**config.mk**
```make
export PLATFORM = sky130hd
export DESIGN_NAME = uart_rx_fifo
export DESIGN_NICKNAME = d
export VERILOG_FILES = /design/src/rtl/uart_pkg.sv /design/src/rtl/sync_fifo.sv /design/src/rtl/uart_rx_fifo.sv
export SDC_FILE = /design/constraint.sdc
export NUM_CORES = 1
export LEC_CHECK = 0
export ABC_CLOCK_PERIOD_IN_PS = 7400
export CAP_MARGIN = 20
export CORE_UTILIZATION = 57
export CTS_CLUSTER_DIAMETER = 40
export DETAILED_ROUTE_END_ITERATION = 10
export PLACE_DENSITY_LB_ADDON = 0.1
export SETUP_SLACK_MARGIN = 0.4
export SYNTH_ARGS = -nofsm -noshare
export SYNTH_HDL_FRONTEND = slang
export SYNTH_SLANG_ARGS = --single-unit
```
**constraint.sdc**
```tcl
create_clock -name clk -period 7.4 [get_ports clk]
set_input_delay 1.85 -clock clk [delete_from_list [all_inputs] [get_ports clk]]
set_output_delay 1.85 -clock clk [all_outputs]
set_load 0.01 [all_outputs]
```
**src/rtl/uart_pkg.sv**
```systemverilog
// Shared definitions for the UART receive channel: parity encodings,
// receiver FSM states and small helper functions.
package uart_pkg;

  localparam int PAR_NONE = 0;
  localparam int PAR_ODD  = 1;
  localparam int PAR_EVEN = 2;

  typedef enum logic [2:0] {
    ST_IDLE   = 3'd0,
    ST_START  = 3'd1,
    ST_DATA   = 3'd2,
    ST_PARITY = 3'd3,
    ST_STOP   = 3'd4,
    ST_BREAK  = 3'd5
  } rx_state_e;

  // Clock divider for the oversampling tick, rounded to nearest, never below 1.
  function automatic int calc_div(input longint clk_hz, input longint baud, input longint ovs);
    longint den;
    longint q;
    den = baud * ovs;
    q   = (clk_hz + den / 2) / den;
    if (q < 1) q = 1;
    return int'(q);
  endfunction

  // 2-of-3 majority vote.
  function automatic logic maj3(input logic a, input logic b, input logic c);
    return (a & b) | (a & c) | (b & c);
  endfunction

endpackage

```
**src/rtl/sync_fifo.sv**
```systemverilog
// Synchronous first-word-fall-through FIFO with occupancy count.
// A write while full is accepted only when a read happens in the same cycle.
// While empty, rd_data_o holds the last head value that was presented.
module sync_fifo #(
  parameter int WIDTH = 8,
  parameter int DEPTH = 16
) (
  input  logic                   clk_i,
  input  logic                   rst_i,
  input  logic                   wr_en_i,
  input  logic [WIDTH-1:0]       wr_data_i,
  output logic                   full_o,
  input  logic                   rd_en_i,
  output logic [WIDTH-1:0]       rd_data_o,
  output logic                   empty_o,
  output logic [$clog2(DEPTH):0] count_o
);

  localparam int AW = $clog2(DEPTH);
  localparam int CW = AW + 1;

  logic [WIDTH-1:0] mem_q [DEPTH];
  logic [AW-1:0]    wr_ptr_q;
  logic [AW-1:0]    rd_ptr_q;
  logic [CW-1:0]    count_q;
  logic [CW-1:0]    count_d;
  logic [WIDTH-1:0] hold_q;
  logic             rd_ok;
  logic             wr_ok;

  assign empty_o   = (count_q == '0);
  assign full_o    = (count_q == CW'(DEPTH));
  assign rd_ok     = rd_en_i && !empty_o;
  assign wr_ok     = wr_en_i && (!full_o || rd_ok);
  assign rd_data_o = empty_o ? hold_q : mem_q[rd_ptr_q];
  assign count_o   = count_q;

  // Occupancy next state from the accepted write/read pair.
  always_comb begin
    count_d = count_q;
    if (wr_ok && !rd_ok) begin
      count_d = count_q + CW'(1);
    end else if (!wr_ok && rd_ok) begin
      count_d = count_q - CW'(1);
    end
  end

  // Storage array; contents are only observed while not empty.
  always_ff @(posedge clk_i) begin
    if (wr_ok) begin
      mem_q[wr_ptr_q] <= wr_data_i;
    end
  end

  // Pointers, count and the head-hold register.
  always_ff @(posedge clk_i) begin
    if (rst_i) begin
      wr_ptr_q <= '0;
      rd_ptr_q <= '0;
      count_q  <= '0;
      hold_q   <= '0;
    end else begin
      if (wr_ok) wr_ptr_q <= wr_ptr_q + AW'(1);
      if (rd_ok) rd_ptr_q <= rd_ptr_q + AW'(1);
      if (!empty_o) hold_q <= mem_q[rd_ptr_q];
      count_q <= count_d;
    end
  end

endmodule

```
**src/rtl/uart_rx_fifo.sv**
```systemverilog
// UART receiver with oversampled majority-vote bit decisions, optional
// parity, 1 or 2 stop bits, error pulses and a FWFT receive FIFO.
//
// Receive handshake: vld_rx is high whenever the FIFO holds a word and d_rx
// is that word; a word is consumed on every clock edge where vld_rx and
// rdy_rx are both high. rdy_rx is ignored while vld_rx is low, and d_rx
// keeps the last head value until a new word arrives.
module uart_rx_fifo
  import uart_pkg::*;
#(
  parameter int CLK_HZ    = 100_000_000,
  parameter int BAUD      = 115200,
  parameter int OVS       = 16,
  parameter int DATA_BITS = 8,
  parameter int PARITY    = 0,
  parameter int STOP_BITS = 1,
  parameter int DEPTH     = 16
) (
  input  logic                   clk,
  input  logic                   rst,
  input  logic                   rxd,
  output logic [DATA_BITS-1:0]   d_rx,
  output logic                   vld_rx,
  input  logic                   rdy_rx,
  output logic [$clog2(DEPTH):0] count,
  output logic                   err_parity,
  output logic                   err_frame,
  output logic                   err_overrun,
  output logic [2:0]             dbg_state
);

  localparam int DIV   = calc_div(CLK_HZ, BAUD, OVS);
  localparam int DIV_W = $clog2(DIV) + 1;
  localparam int SC_W  = $clog2(OVS);
  localparam logic [SC_W-1:0] SC_LO  = SC_W'(OVS / 2 - 1);
  localparam logic [SC_W-1:0] SC_MID = SC_W'(OVS / 2);
  localparam logic [SC_W-1:0] SC_HI  = SC_W'(OVS / 2 + 1);
  localparam logic [SC_W-1:0] SC_MAX = SC_W'(OVS - 1);

  rx_state_e            state_q;
  logic                 rxd_meta_q;
  logic                 rxd_s_q;
  logic [DIV_W-1:0]     div_q;
  logic [SC_W-1:0]      sc_q;
  logic [3:0]           bit_cnt_q;
  logic [DATA_BITS-1:0] shift_q;
  logic [1:0]           samp_q;
  logic                 par_bad_q;
  logic                 push_q;
  logic                 err_parity_q;
  logic                 err_frame_q;

  logic start_det;
  logic tick;
  logic decide;
  logic wrap;
  logic bit_val;
  logic exp_par;
  logic fifo_full;
  logic fifo_empty;
  logic pop;

  assign start_det = (state_q == ST_IDLE) && !rxd_s_q;
  assign tick      = (div_q == DIV_W'(DIV - 1));
  assign decide    = tick && (sc_q == SC_HI);
  assign wrap      = tick && (sc_q == SC_MAX);
  assign bit_val   = maj3(samp_q[0], samp_q[1], rxd_s_q);
  assign exp_par   = (PARITY == PAR_ODD) ? ~(^shift_q) : (^shift_q);

  // Two-flop synchroniser for the asynchronous line, idle-high.
  always_ff @(posedge clk) begin
    if (rst) begin
      rxd_meta_q <= 1'b1;
      rxd_s_q    <= 1'b1;
    end else begin
      rxd_meta_q <= rxd;
      rxd_s_q    <= rxd_meta_q;
    end
  end

  // Oversampling tick: free-running divider, realigned at start-bit detection.
  always_ff @(posedge clk) begin
    if (rst || start_det || tick) begin
      div_q <= '0;
    end else begin
      div_q <= div_q + DIV_W'(1);
    end
  end

  // Receiver FSM: sample counter, majority sampling, shifting and frame checks.
  always_ff @(posedge clk) begin
    if (rst) begin
      state_q      <= ST_IDLE;
      sc_q         <= '0;
      bit_cnt_q    <= '0;
      shift_q      <= '0;
      samp_q       <= 2'b11;
      par_bad_q    <= 1'b0;
      push_q       <= 1'b0;
      err_parity_q <= 1'b0;
      err_frame_q  <= 1'b0;
    end else begin
      push_q       <= 1'b0;
      err_parity_q <= 1'b0;
      err_frame_q  <= 1'b0;
      if (tick && state_q != ST_IDLE && state_q != ST_BREAK) begin
        sc_q <= (sc_q == SC_MAX) ? '0 : sc_q + SC_W'(1);
        if (sc_q == SC_LO)  samp_q[0] <= rxd_s_q;
        if (sc_q == SC_MID) samp_q[1] <= rxd_s_q;
      end
      case (state_q)
        ST_IDLE: begin
          if (!rxd_s_q) begin
            sc_q      <= '0;
            par_bad_q <= 1'b0;
            state_q   <= ST_START;
          end
        end
        ST_START: begin
          if (decide && bit_val) begin
            state_q <= ST_IDLE;
          end else if (wrap) begin
            bit_cnt_q <= '0;
            state_q   <= ST_DATA;
          end
        end
        ST_DATA: begin
          if (decide) shift_q <= {bit_val, shift_q[DATA_BITS-1:1]};
          if (wrap) begin
            if (bit_cnt_q == 4'(DATA_BITS - 1)) begin
              bit_cnt_q <= '0;
              state_q   <= (PARITY != PAR_NONE) ? ST_PARITY : ST_STOP;
            end else begin
              bit_cnt_q <= bit_cnt_q + 4'd1;
            end
          end
        end
        ST_PARITY: begin
          if (decide) par_bad_q <= (bit_val != exp_par);
          if (wrap) begin
            bit_cnt_q <= '0;
            state_q   <= ST_STOP;
          end
        end
        ST_STOP: begin
          // The last stop bit finishes at its decision point so that a
          // following start edge is never missed.
          if (decide) begin
            if (!bit_val) begin
              err_frame_q <= 1'b1;
              state_q     <= ST_BREAK;
            end else if (bit_cnt_q == 4'(STOP_BITS - 1)) begin
              if (par_bad_q) err_parity_q <= 1'b1;
              else           push_q       <= 1'b1;
              state_q <= ST_IDLE;
            end
          end else if (wrap) begin
            bit_cnt_q <= bit_cnt_q + 4'd1;
          end
        end
        ST_BREAK: begin
          if (rxd_s_q) state_q <= ST_IDLE;
        end
        default: state_q <= ST_IDLE;
      endcase
    end
  end

  assign pop = vld_rx && rdy_rx;

  sync_fifo #(
    .WIDTH (DATA_BITS),
    .DEPTH (DEPTH)
  ) u_fifo (
    .clk_i     (clk),
    .rst_i     (rst),
    .wr_en_i   (push_q),
    .wr_data_i (shift_q),
    .full_o    (fifo_full),
    .rd_en_i   (rdy_rx),
    .rd_data_o (d_rx),
    .empty_o   (fifo_empty),
    .count_o   (count)
  );

  assign vld_rx      = !fifo_empty;
  assign err_parity  = err_parity_q;
  assign err_frame   = err_frame_q;
  assign err_overrun = push_q && fifo_full && !pop;
  assign dbg_state   = state_q;

endmodule

```
== Word level (Yosys, flattened, before mapping) ==
Memories as Yosys holds them, arrays and structs flattened. A register that Yosys moved wholly into a read port is not among the register bits.
Index checks and enable logic that the tools add are counted.
Word-level totals
  bits in registers: 55
  memory bits (writable): 128
  input bits: 4
  word-level logic and storage cells: 131
  memories kept: 1
Cells by class
  $add $sub $neg: 7
  equal/unequal tests: 26
  muxes and demuxes: 35
  bitwise logic cells: 9
  reduce and logical (&&, ||, !) cells: 36
Memories
  u_fifo.mem_q: depth 16, bits a word 8, read ports 1, clocked after memory_dff 1, wr ports 1, RTL line sync_fifo.sv:22  | logic [WIDTH-1:0] mem_q [DEPTH];
Operators by type and width (count)
  4-bit two-way mux: 12
  3-bit two-way mux: 10
  2-bit != test, second input constant: 10
  3-bit one-hot mux with 6 select lines: 1
  4-bit by 1-bit adder with 4-bit output, second input constant: 4
  4-bit one-hot mux with 4 select lines: 1
  4-bit == test, second input constant: 3
  1-bit logical AND: 12
  5-bit two-way mux: 2
  3-bit != test, second input constant: 3
  4-bit by 3-bit == test with 1-bit output, second input constant: 2
  8-bit two-way mux: 1
  8-bit AND reduction: 1
  8-bit parity: 1
  7-bit by 1-bit adder with 7-bit output, second input constant: 1
  7-bit by 6-bit == test with 1-bit output, second input constant: 1
  1-bit two-way mux: 7
  3-bit by 2-bit == test with 1-bit output, second input constant: 2
  3-bit == test, second input constant: 2
  2-bit AND reduction: 3
  5-bit by 1-bit adder with 5-bit output, second input constant: 1
  5-bit == test, second input constant: 1
  1-bit logical NOT: 5
  5-bit logical NOT: 1
  other kinds (17): 26

== Longest topological paths before layout ==
  depth after elaboration: 9
  gate-level depth with buffers: 12
  depth with buffers taken out: 12

== Modules after synthesis ==
A second synthesis with hierarchy kept.
Second synthesis, totals
  cell total of the unflattened synthesis: 630
  area total of the unflattened synthesis: 8071.5 sq um
Modules (own cells, without submodules)
  sync_fifo: instances 1, cells an instance 430, area each 6334.8 sq um, seq. area each 4344.2 sq um
  uart_rx_fifo: instances 1, cells an instance 200, area each 1736.7 sq um, seq. area each 680.7 sq um

== Worst setup path before layout ==
No wires, ideal clock.
  kind: input to output
  from: in rdy_rx
  to: out err_overrun
  arrival time: 2.147 ns
  path slack: 3.403 ns
  stages on the path: 3
  cell sequence: inv_1 > nand3_1 > nor2_1
Between the ends
  cells in the longest elaborated chain, start to end: 3
Ends and longest elaborated chain
  from (decl): RTL line uart_rx_fifo.sv:24  | input logic rdy_rx,
  1-bit logical AND: RTL line uart_rx_fifo.sv:169  | assign pop = vld_rx && rdy_rx;
  1-bit logical NOT: RTL line uart_rx_fifo.sv:189  | assign err_overrun = push_q && fifo_full && !pop;
  1-bit logical AND: RTL line uart_rx_fifo.sv:189
  to (decl): RTL line uart_rx_fifo.sv:28  | output logic err_overrun,
Every way passes these cells.

== Worst setup path in the final report ==
Same ends and word-level chain as after synthesis.

==> impl_metrics.yaml <==
worst_setup_path:
  path_cells: "clkdlybuf4s50_1 > inv_1 > nand3_1 > nor2_1 > clkdlybuf4s50_1"
  cp_data_arrival_time_ns: 3.15
  crit_fanout: 4
  critPathMaxStageDelay_ns: 0.54
  crit_required_ns: 5.55
  crit_path_end_kind: "primary output"
  cp_slowest_cell: "clkdlybuf4s50_1"
  critical_path_class: "input pin to primary output"
  cp_common_cell: "clkdlybuf4s50_1"
  crit_buf_inv: 3
  cp-start-kind: "input pin"
  critical-path-top-delay-family: "buffers and inverters"
sta:
  clock_skew_ns: 0.00992
  setup_tns_ns: 0
  fin_crit_sh_pct: 67.6
  rsz0062_at_grt: "false"
  tightestPinTransition_ns: 0.946
  relSlewSlack_pct: 36.7
  setup_viol: 0
  fin_ws_ns: 2.40
  hold_violations: 0
  drv_slew: 0
  max_freq_mhz: 200
  fin_crit_ns: 5.00
floorplanning:
  ios: 24
  die_h_um: 119
  core-area_mm2: 0.0133
  rows: 42
  start_util_pct: 58.8
  die_area_mm2: 0.0142
  chipWidth_um: 119
placed_design:
  dp_hpwl_um: 9720
  dp.cells: 718
  gp_congestion: 0.812
  place_area_mm2: 0.00820
  port_buffers: 23
  pre_cts_slack_ns: 2.40
synth:
  synthTopCellsByCount: "128 x edfxtp_1, 59 x dfxtp_1, 58 x nor2_1"
  synth_seq_area_share_pct: 64.1
  synth_top_area_share_pct: 49.0
  synth_cells: 536
  synth-edff-count: 128
  async_flop_share_pct: 0
  synth_top_cells_by_area: "edfxtp_1 49%, dfxtp_1 15%, mux4_2 9.2%"
  synth_cell_types: 58
  synth_top_cell_by_area: "edfxtp_1"
  synth_most_common_cell: "edfxtp_1"
  ys_warn_count: 0
  synth.avg_cell_area_um2: 14.6
  synth_area_mm2: 0.00785
  ys_seq_elements: 187
  synthFlopType: "edfxtp_1"
  syn_nets: 557
detailed_routing:
  drt_drc_violations_left: 0
  dr.pass1.iters: 4
  routed_wl_um: 15500
  dr_total_vias: 4411
  wl_per_cell_um: 20.7
  drt_iter0_markers: 392
  ant_nets: 0
  vias_per_cell: 5.88
clocking:
  insertion_delay_ns: 0.44
  cts-root-buf: "clkbuf_16"
  cts-buffers-inserted: 17
  cts_tree: "done"
  cts_setup_buffers: 0
  path_clk_slew_ns: 0.07
  clock_path_buffers: 2
  ctsHoldBuffers: 0
  clock-sinks: 187
  h-tree-depth: 4
  postCtsResizedCells: 0
pwr:
  ir_drop_uv: 167
  p_leak_nw: 3.08
  cellPowerDensity_mw_per_mm2: 293
grt:
  grt_overflow: 0
  grt_first_pass_wirelength_um: 24800
  grt_max_degree: 49
  grt_pass1_vias: 4482
  antenna_found_initial: 0
  grt_usage_pct: 24.1
finish:
  finish.utilization_pct: 65.8
  seq_area_mm2: 0.00503
  nFillCells: 950
  finalNonFillerCells: 750
  drive_gt1_share_pct: 15.9
  area_growth_pct: 12.0
  multi_input_area_mm2: 0.00260
  layout.nets: 582
  finalInstanceArea_mm2: 0.00879
  antenna_cells: 0
job:
  cap_violations: 0
outcome:
  status: "completed"
worst_hold_path:
  hp-class: "flip-flop to flip-flop"
-- worst register-to-register path, cell delays in order, from the launching register on --
cell	delay, ns
dfxtp_1	0.39
or4_4	0.60
nor2_4	0.40
inv_1	0.30
nand2_1	0.25
ha_1	0.22
inv_1	0.11
fa_1	0.42
a21o_1	0.19
a21oi_1	0.20
xnor2_1	0.09
or3_1	0.30
a21oi_1	0.13
-- power by group --
group	internal, mW	leakage, nW	total, mW	switching (mW)
Sequential	1.14	1.67	1.17	0.0344
Clock	0.450	0.281	0.882	0.432
Combinational	0.264	1.13	0.520	0.256
Total	1.85	3.08	2.57	0.723
-- registers in the layout, summed over array words and instances, names as in the netlist, named ones only --
register	cells
rxd_s_q	1
shift_q	8
err_parity	1
u_fifo.hold_q	8
u_fifo.rd_ptr_q	4
rxd_meta_q	1
samp_q	2
div_q	7
bit_cnt_q	4
err_frame	1
u_fifo.count_o	5
dbg_state	3
sc_q	4
u_fifo.mem_q	128
par_bad_q	1
u_fifo.wr_ptr_q	4
push_q	1
-- cells in the final DEF (no fill, tap or decap), types with 14 or more instances in the layout --
cell type          n
ha_1              16
clkbuf_16         17
a21oi_1           15
clkdlybuf4s50_1   22
xnor2_1           14
inv_1             20
nand2_1           14
mux4_2            32
edfxtp_1         128
nor2_1            58
dfxtp_1           58
mux2i_1           24
-- per-layer routing --
| metal | vias to the layer above | track usage, % | wire, µm |
|---|---|---|---|
| li1 | 2067 | - | - |
| met1 | 2228 | 33.7 | 7070 |
| met2 | 100 | 38.2 | 7560 |
| met3 | 16 | 4.55 | 691 |
| met4 | 0 | 7.97 | 182 |
| met5 | - | 0 | 0 |
-- final timing paths --
path | endpoint | cells past startpoint | from | slack, ns
max | err_overrun | 5 | rdy_rx | 2.40
max reg2reg | u_fifo.count_o[4]$_SDFFE_PP0P_ | 12 | u_fifo.count_o[0]$_SDFFE_PP0P_ | 3.72
min | rxd_s_q$_SDFF_PP1_ | 1 | rxd_meta_q$_SDFF_PP1_ | 0.42
min reg2reg | rxd_s_q$_SDFF_PP1_ | 1 | rxd_meta_q$_SDFF_PP1_ | 0.42
-- final cells by class --
class | count | share of cell area, %
Multi-Input combinational cell | 304 | 29.6
Clock buffer | 17 | 4.84
Sequential cell | 187 | 57.2
Inverter | 21 | 0.897
Clock inverter | 15 | 1.81
Timing Repair Buffer | 30 | 3.16
Tap cell | 176 | 2.51
-- per-stage QoR --
stage	power, mW	hold WS [ns]
6_report	2.57	0.417
2_1_floorplan	1.55	0.389
4_1_cts	2.59	0.424
3_3_place_gp	1.71	0.391
5_1_grt	2.67	0.446
3_5_place_dp	1.71	0.410
-- cells by family (layout without fill, tap and decap cells) --
logic type / count (synthesis) / after routing / share of synthesized area, %
multiplexers: 60 / 60 / 12.8
XOR/XNOR: 24 / 24 / 2.68
AO/OA/AOI/OAI: 51 / 51 / 4.64
adder cells (fa/ha/maj): 18 / 18 / 2.93
buffers and inverters: 45 / 83 / 2.81
flip-flops: 187 / 187 / 64.1
AND/OR/NAND/NOR: 151 / 151 / 10.1
(Power assumes the default switching activity.)
==> patch: new RTL, same settings <==
Register the output `err_overrun`, without a reset; this adds one clock of latency there. The other outputs are not delayed to match.
--- a/src/rtl/uart_rx_fifo.sv
+++ b/src/rtl/uart_rx_fifo.sv
@@ -188,3 +188,5 @@
   assign err_frame   = err_frame_q;
-  assign err_overrun = push_q && fifo_full && !pop;
+  always_ff @(posedge clk) begin
+    err_overrun <= push_q && fifo_full && !pop;
+  end
   assign dbg_state   = state_q;
Function: same outputs for any inputs over 10 cycles, from zero or initial values and one cycle with rst high; that may be too few to reach the edited logic, so the function may still have changed.
==> patch against the original RTL <==
Critical path depth up 1. Count of clock-buffer cells in the layout unchanged. Power up 0.24%. Design area up 0.46%. Clock power up 0.8%. Routed wire length down 2.4%. Sequential share of layout area about the same. Synthesized area up 0.33%. Setup slack better by 0.068 ns. Combinational power down 2%. Sequential cell count up 1. Largest cell class unchanged. Highest routed layer unchanged.
==> patch: results (changes against the original RTL) <==
cells_and_area:
  clk_share: 0.0658  # -0.000727
  multi_input_gates: 312  # +2.6%
  fin_nets: 591  # +1.5%
  seq_share: 0.572  # about the same
  fillers: 963  # +1.4%
  drive_above_1_share: 0.148  # -0.0110
  buffer_area_frac: 0.0329  # +0.00127
  multiInputGateArea_sq_um: 2620  # +0.58%
yosys:
  synth_area_leaders: "edfxtp_1 (49%), dfxtp_1 (15%), mux4_2 (9.2%), mux2i_1 (2.7%), ha_1 (2.5%)"
  synthDistinctLibCells: 60  # +3.4%
  syn_inst: 545  # +1.7%
  yosysSeqAreaShare: 0.641  # about the same
  synthTopCellsByCount: "edfxtp_1 (128), dfxtp_1 (60), nor2_1 (53)"
critical_path:
  crit_path_start_kind: "flop"
  critPathArrivalTime_ns: 3.08  # -0.07 ns
  r2r_slack_ns: 4.12  # +0.40 ns
global_route:
  grt_pass1_wl_microns: 23700  # -4.5%
  grt_max_degree: 47  # -4.1%
place:
  placed_area_sq_um: 8250  # +0.53%
  place_ws_ns: 2.86  # +0.461 ns
  gp_congestion: 0.783  # -3.6%
power_and_ir_drop:
  p_leak_nw: 3.02  # -1.8%
  ir_drop_mv: 0.155  # -7.2%
run_status:
  status: "complete, no violations"
timing:
  worst_pin_slew_ns: 0.975  # +0.0290 ns
  clock_skew_ns: 0.00456  # -0.00536 ns
drt:
  via_per_inst: 5.83  # -0.80%
-- patch: power by group --
| part | switching, W | internal (W) | total (W) |
|---|---|---|---|
| combinational | 0.000243 | 0.000266 | 0.000509 |
| sequential | 0.0000378 | 0.00114 | 0.00118 |
| clock | 0.000366 | 0.000523 | 0.000889 |
| total | 0.000647 | 0.00193 | 0.00258 |
-- patch: worst min-delay path by stage --
stage,startpoint,endpoint,cells past startpoint
after floorplan,rxd_meta_q,rxd_s_q,1
after global placement,rxd_meta_q,rxd_s_q,1
after detailed placement,rxd_meta_q,rxd_s_q,1
after CTS,rxd_meta_q,rxd_s_q,1
after global routing,rxd_meta_q,rxd_s_q,1
final,rxd_meta_q,rxd_s_q,1
-- patch: cell families after synthesis --
family / Yosys count / share of synthesized area
compound gates: 55 / 0.0474
mux: 56 / 0.123
flops: 188 / 0.641
simple gates: 159 / 0.106
buf+inv: 45 / 0.0269
xor+xnor: 24 / 0.0267
fa+ha+maj: 18 / 0.0292
-- patch: worst max-delay path, stage by stage, from the launching register on --
cell and delay (ns):
dfxtp_2 0.40, buf_4 0.52, mux4_2 0.58, nor2b_1 0.15
a2111oi_2 0.41, nor2_1 0.09, clkdlybuf4s50_1 0.48
-- patch: routing by layer --
layer	up-vias	routed length [microns]	GRT usage
li1	2075	-	-
met1	2196	6740	0.314
met2	140	7280	0.362
met3	17	853	0.0575
met4	0	245	0.0742
met5	-	0	0
-- patch: through the flow --
step	utilization	hold slack [ns]	total power [W]
2_1_floorplan	-	0.389	0.00156
3_5_place_dp	0.618	0.404	0.00171
3_3_place_gp	0.618	0.405	0.00171
5_1_grt	0.661	0.458	0.00268
6_report	0.661	0.423	0.00258
4_1_cts	0.661	0.429	0.00260
